<file path="src/rtl/pulse_stretch.sv">
`default_nettype none
// +-----------------------------------------------------------------------------+
// | Module      : pulse_stretch                                                 |
// | Description : Stretches one-cycle strobes into level windows of len cycles; |
// |               close pulses either retrigger the window or queue replays.    |
// | Revision    : 1.0 - initial release                                         |
// +-----------------------------------------------------------------------------+
module pulse_stretch #(
  parameter int CNT_W  = 8,
  parameter int PEND_W = 4
) (
  input  logic              clk,
  input  logic              rst,
  input  logic              pulse_in,
  input  logic [CNT_W-1:0]  len,
  input  logic              retrig,
  input  logic              clr_ovf,
  output logic              level_out,
  output logic              busy,
  output logic [PEND_W-1:0] pend_cnt,
  output logic              ovf
);

  typedef enum logic [1:0] {
    S_IDLE = 2'd0,
    S_HIGH = 2'd1,
    S_GAP  = 2'd2
  } state_t;

  localparam logic [CNT_W-1:0]  c_cnt_one  = {{(CNT_W-1){1'b0}}, 1'b1};
  localparam logic [PEND_W-1:0] c_pend_one = {{(PEND_W-1){1'b0}}, 1'b1};
  localparam logic [PEND_W-1:0] c_pend_max = {PEND_W{1'b1}};

  state_t            r_state, w_state_nxt;
  logic [CNT_W-1:0]  r_cnt, w_cnt_nxt, w_load_val;
  logic [PEND_W-1:0] r_pend, w_pend_nxt;
  logic              r_ovf, w_ovf_set, w_full;

  // A zero length still produces a one-cycle window.
  assign w_load_val = (len == '0) ? '0 : (len - c_cnt_one);
  assign w_full     = (r_pend == c_pend_max);

  always_ff @(posedge clk or negedge rst) begin
    if (!rst) begin
      r_state <= S_IDLE;
      r_cnt   <= '0;
      r_pend  <= '0;
      r_ovf   <= 1'b0;
    end else begin
      r_state <= w_state_nxt;
      r_cnt   <= w_cnt_nxt;
      r_pend  <= w_pend_nxt;
      r_ovf   <= w_ovf_set | (r_ovf & ~clr_ovf);
    end
  end

  always_comb begin
    w_state_nxt = r_state;
    w_cnt_nxt   = r_cnt;
    w_pend_nxt  = r_pend;
    w_ovf_set   = 1'b0;
    case (r_state)
      S_IDLE: begin
        if (pulse_in) begin
          w_state_nxt = S_HIGH;
          w_cnt_nxt   = w_load_val;
        end
      end
      S_HIGH: begin
        if (pulse_in && !retrig) begin
          if (w_full) w_ovf_set  = 1'b1;
          else        w_pend_nxt = r_pend + c_pend_one;
        end
        if (pulse_in && retrig) begin
          w_cnt_nxt = w_load_val;
        end else if (r_cnt != '0) begin
          w_cnt_nxt = r_cnt - c_cnt_one;
        end else begin
          // Decision uses the queue depth including this cycle's pulse.
          w_state_nxt = (w_pend_nxt != '0) ? S_GAP : S_IDLE;
        end
      end
      S_GAP: begin
        w_state_nxt = S_HIGH;
        w_cnt_nxt   = w_load_val;
        // A pulse here offsets the replay's dequeue; a full queue still flags it.
        if (pulse_in) w_ovf_set  = w_full;
        else          w_pend_nxt = r_pend - c_pend_one;
      end
      default: begin
        w_state_nxt = S_IDLE;
      end
    endcase
  end

  assign level_out = (r_state == S_HIGH);
  assign busy      = (r_state != S_IDLE);
  assign pend_cnt  = r_pend;
  assign ovf       = r_ovf;

endmodule
`default_nettype wire

</file>
<file path="config.mk">
export PLATFORM = sky130hd
export DESIGN_NAME = pulse_stretch
export DESIGN_NICKNAME = d
export VERILOG_FILES = /design/src/rtl/pulse_stretch.sv
export SDC_FILE = /design/constraint.sdc
export NUM_CORES = 1
export LEC_CHECK = 0
export CELL_PAD_IN_SITES_DETAIL_PLACEMENT = 2
export CELL_PAD_IN_SITES_GLOBAL_PLACEMENT = 2
export CORE_AREA = 2 2 68 70
export CTS_BUF_LIST = sky130_fd_sc_hd__clkbuf_2
export DETAILED_ROUTE_END_ITERATION = 10
export DIE_AREA = 0 0 70 72
export PLACE_DENSITY_LB_ADDON = 0.3
export SLEW_MARGIN = 20
export SYNTH_ARGS = -nofsm -noshare
export SYNTH_HDL_FRONTEND = slang
export SYNTH_SLANG_ARGS = --single-unit
export TNS_END_PERCENT = 50
</file>
<file path="constraint.sdc">
create_clock -name clk -period 2.6 [get_ports clk]
set_clock_uncertainty 0.2 [all_clocks]
set_input_delay 0.65 -clock clk [delete_from_list [all_inputs] [get_ports clk]]
set_output_delay 0.65 -clock clk [all_outputs]
set_load 0.02 [all_outputs]
</file>
Word-level counts from Yosys, hierarchy flattened
Cells that the tools add are included.

Add/subtract/negate cells: 4. Equality and inequality tests: 8. Muxes and demuxes: 19. Bitwise operators: 3. Reductions and logical operators: 13.

Operators with widths (count): $mux 8 (4); $pmux 8 s3 (1); $mux 4 (4); $sub 8x1->8 const B (2); $logic_not 8->1 (1); $mux 2 (4); $ne 2x2->1 const B (4); $pmux 4 s2 (1); $reduce_bool 8->1 (1); $pmux 2 s3 (1); $reduce_and 3->1 (2); $add 4x1->4 const B (1); $eq 4x4->1 const B (1); $reduce_bool 2->1 (2); $reduce_bool 4->1 (1); $sub 4x1->4 const B (1); $mux 1 (3); $ne 3x1->1 const B (1); $reduce_bool 3->1 (1); $eq 2x1->1 const B (1); $eq 2x2->1 const B (1); $logic_and 1x1->1 (2); $logic_not 2->1 (1); $pmux 1 s2 (1); other kinds (5) (5).

Register bits: 15. Input bits: 13. Output and inout bits: 7. Logic and storage cells: 51.

Logic depth before layout (Yosys ltp)
Gate-level depths: netlist of run 1.

Depth after elaboration: 9. Gate-level depth with buffers: 7. Mapped depth without buffers: 6.

Worst setup path before layout of run 1
Ideal clock, no wire load.

Path kind: in2reg. From: input port pulse_in. To: register r_cnt[5]. Setup time: 0.122 ns. Arrival: 1.727 ns. Required time: 2.278 ns. Slack: 0.552 ns. Stages on the path: 6. Buffers on the path: 2. Path through: buf_4 -> nor2b_2 -> or2_1 -> clkbuf_1 -> or3_1 -> a32o_1.

Word-level cells in the longest chain between the ends: 3. Elaborated cells between the ends (all ways): 6. Classes of those cells: eq/ne (2); mux (2); reduce/logical (2).

Ends and longest elaborated chain: start, declared (line 14) `input logic pulse_in,`; $logic_and 1x1->1 (line 74) `if (pulse_in && retrig) begin`; $ne 3x1->1 (no line) / $mux 8 (equally long branches); $reduce_and 3->1 (no line) / $pmux 8 s3 (equally long branches); end signal, assigned (line 51) `r_cnt <= w_cnt_nxt;`; end, declared (line 35) `logic [CNT_W-1:0] r_cnt, w_cnt_nxt, w_load_val;`.

Parallel ways exist; a longest one is shown, timed or not. A chain may end at the register's enable or synchronous reset.

Final worst setup path of run 1
From: register r_state[1]. To: output port level_out.

Word-level cells in the longest chain between the ends: 1.

Ends and longest elaborated chain: start, declared (line 34) `state_t r_state, w_state_nxt;`; start signal, assigned (line 50) `r_state <= w_state_nxt;`; $eq 2x1->1 (line 96) `assign level_out = (r_state == S_HIGH);`; end, declared (line 18) `output logic level_out,`.

Every way passes these cells.

==> results of run 1 <==
==> power by group through the flow <==
stage	clock network (µW)	logic, µW	registers, µW
after floorplan	0	655	481
after global placement	0	968	500
after detailed placement	0	1010	514
after CTS	126	1020	510
after global routing	137	1150	531
final	121	1030	505
==> registers in the layout, indices dropped and copies added (netlist names) <==
name / flops
r_state: 2
ovf: 1
r_cnt: 8
pend_cnt: 4
==> stage by stage <==
stage               setup WS [ns]  utilization (%)  total power, µW
floorplan                  0.5517                -             1137
global placement         0.007499            39.50             1468
detailed placement       -0.06363            39.50             1528
CTS                      0.008295            39.96             1654
global route             0.004718            40.55             1818
finish                     0.1265            40.55             1656
==> cell type report <==
cell class,instances,area share [%]
inverters,13,2.822
well taps,52,3.763
clock buffers,4,1.158
repair buffers,36,18.52
multi-input cells,126,52.03
flip-flops and latches,15,21.71
==> cells in the final DEF, fill, tap and decap left out, types with 2 or more instances in the layout <==
cell type,netlist,final
clkbuf_2,0,4
o2bb2ai_1,2,2
mux2i_1,2,2
o31ai_1,3,3
o21ai_0,4,4
nand4b_1,2,2
xor2_1,2,2
a32oi_1,2,2
inv_1,13,13
a2bb2oi_1,2,2
nor3_1,7,7
buf_4,1,17
or3_1,2,2
dfrtp_1,15,15
a211o_1,3,3
ha_1,11,11
nand3_1,3,3
nor3b_1,2,2
nand4_1,5,5
a21o_1,2,2
o211ai_1,2,2
nor2_1,12,12
a31oi_1,3,3
xnor2_1,2,2
nor2b_1,5,5
o32ai_1,2,2
clkdlybuf4s50_1,0,18
nand2_1,7,7
a21oi_1,14,14
==> path summary, 6_finish.rpt <==
path / cells after the start / endpoint
worst max-delay path: 3 / level_out
worst max register to register: 7 / r_cnt[5]
worst min-delay path: 1 / r_cnt[7]
worst min register to register: 1 / r_cnt[7]
max in group asynchronous: 2 / r_cnt[2]
min in group asynchronous: 2 / ovf
==> per-layer routing <==
| layer | track usage (%) | part of all wire, % |
|---|---|---|
| met5 | 0 | 0 |
| met4 | 3.846 | 0.74 |
| met3 | 1.389 | 1.4 |
| met2 | 36.61 | 56 |
| met1 | 20.07 | 42 |
==> repair_timing <==
action,CTS,global route
setup endpoints to repair,0,2
setup buffers,0,3
gates resized for setup,0,1
==> kinds of logic (layout without fill, tap and decap cells) <==
group | count (synthesis) | in the layout | share of synthesized area [%]
AO/OA/AOI/OAI | 50 | 50 | 26.08
flip-flops | 15 | 15 | 27.55
AND/OR/NAND/NOR | 59 | 59 | 25.81
buffers and inverters | 20 | 53 | 6.428
XOR/XNOR | 4 | 4 | 2.572
multiplexers | 2 | 2 | 1.469
adder cells (fa/ha/maj) | 11 | 11 | 10.10
==> critical path: stages (launching register included) <==
cell,delay [ns]
dfrtp_1,0.45
inv_1,0.11
ha_1,0.18
clkdlybuf4s50_1,0.61
==> summary.txt, run 1 <==
status - completed
most frequent cell after synthesis - dfrtp_1
Flop pwr share - 30.5%
DR pass1 iterations - 4
antenna cells - 0
CTS buffer count - 3
Avg Cell Area, Syn - 8.463 µm²
dpl cells - 239
post-synth top area share - 27.55%
initial antenna violation count - 0
die height - 72 µm
Core ar. - 4264 µm²
die width - 70 µm
WP data required - 1.75 ns
Max-cap violations - 0
Worst setup EP type - output pin
clock group share of total power - 7.3%
clock slew at reported path FFs - 0.17 ns
Post-synth top cells - dfrtp_1, a21oi_1, inv_1
Total GRT Usage - 17.89%
setup TNS - 0 ns
Max Root-Sink Buffers - 2
Slew @ Worst Pin - 0.4892 ns
fin area - 1729 µm²
Hold Slack - 0.3336 ns
RSZ-0062 raised after global routing - false
Mapped Area - 1363 µm²
Non-Filler Instances - 246
FF+latch area - 375.4 µm²
Layout area overhead - 26.91%
crit path from - r_state[1]
Synth area leader - dfrtp_1
Final Max Tran Viols - 0
hold_sp - r_cnt[7]
DIE AREA - 5040 µm²
min Tclk post-route - 2.474 ns
initial drt markers - 39
Mapped Cells - 161
DRC - 0
Post-Syn Nets - 185
Cell Rows - 24
Via density - 5.557
Leak - 0.0007424 µW
worst min path class - register to register
clock root buffer - clkbuf_2
reg-to-reg setup timing slack - 0.48 ns
Antenna Nets Post-Route - 0
first-pass GRT wire length - 7286 µm
largest net degree at the start of global routing - 16
Synth warnings - 0
Yosys cell types - 55
sw frac - 47.73%
post-layout net count - 219
effective utilization at floorplan - 31.95%
vias in the first global route - 1,515
CTS HTree Levels - 1
cell area after placement - 1684 µm²
Max VDD drop - 209.5 µV
critical path launch point type - register
PwrDens - 957.9 nW/µm²
slew margin rel. - 67.14%
crit-path max FO - 4
final hold violations - 0
PortBufs - 19
fillcell total - 494
Worst EP arrival - 1.62 ns
Fmax - 0.4043 GHz
total gr overflow - 0
routability congestion estimate - 0.8005
startpoint of the worst register-to-register path - r_state[0]
final setup fails - 0
Int Power - 865.7 µW
dpl hpwl - 3507 µm
most common flop cell mapped by yosys - dfrtp_1
Hold Buf Count CTS - 0
Yosys reg bits - 15
Crit Path Class - register to output pin
clock sink total - 15
Gate power share - 62.2%
EDFF count, synth - 0
drt total wl - 4331 µm
Final Cycle Share - 95.14%
sequential element share of the synthesized area - 27.55%
clk_lat worst skew - 0.28 ns
I/O pin cnt - 20
top post-synthesis cells by area - dfrtp_1, ha_1, a21oi_1, inv_1, nor2_1
Synth async-reset ratio - 100.0%
area occupied by multi-input gates - 899.6 µm²
WL/cell - 17.61 µm
fraction of layout cells with a size suffix above 1 - 13.92%
vias post-DR - 1,367
TritonCTS clock tree - built
P_sw - 790.6 µW
(Power assumes the default switching activity.)
==> inputs of run 2 (changes only) <==
--- a/config.mk
+++ b/config.mk
@@ -16,4 +16,4 @@
 export SYNTH_ARGS = -nofsm -noshare
 export SYNTH_HDL_FRONTEND = slang
 export SYNTH_SLANG_ARGS = --single-unit
-export TNS_END_PERCENT = 50
+export TNS_END_PERCENT = 30
==> results of run 2 <==
Same layout as run 1: the final DEF is identical, and so are final timing and power.
==> inputs of run 3 (changes only) <==
--- a/config.mk
+++ b/config.mk
@@ -9,6 +9,7 @@
 export CELL_PAD_IN_SITES_GLOBAL_PLACEMENT = 2
 export CORE_AREA = 2 2 68 70
 export CTS_BUF_LIST = sky130_fd_sc_hd__clkbuf_2
+export CTS_CLUSTER_SIZE = 10
 export DETAILED_ROUTE_END_ITERATION = 10
 export DIE_AREA = 0 0 70 72
 export PLACE_DENSITY_LB_ADDON = 0.3
==> results of run 3 <==
Same layout as run 1: the final DEF is identical, and so are final timing and power.
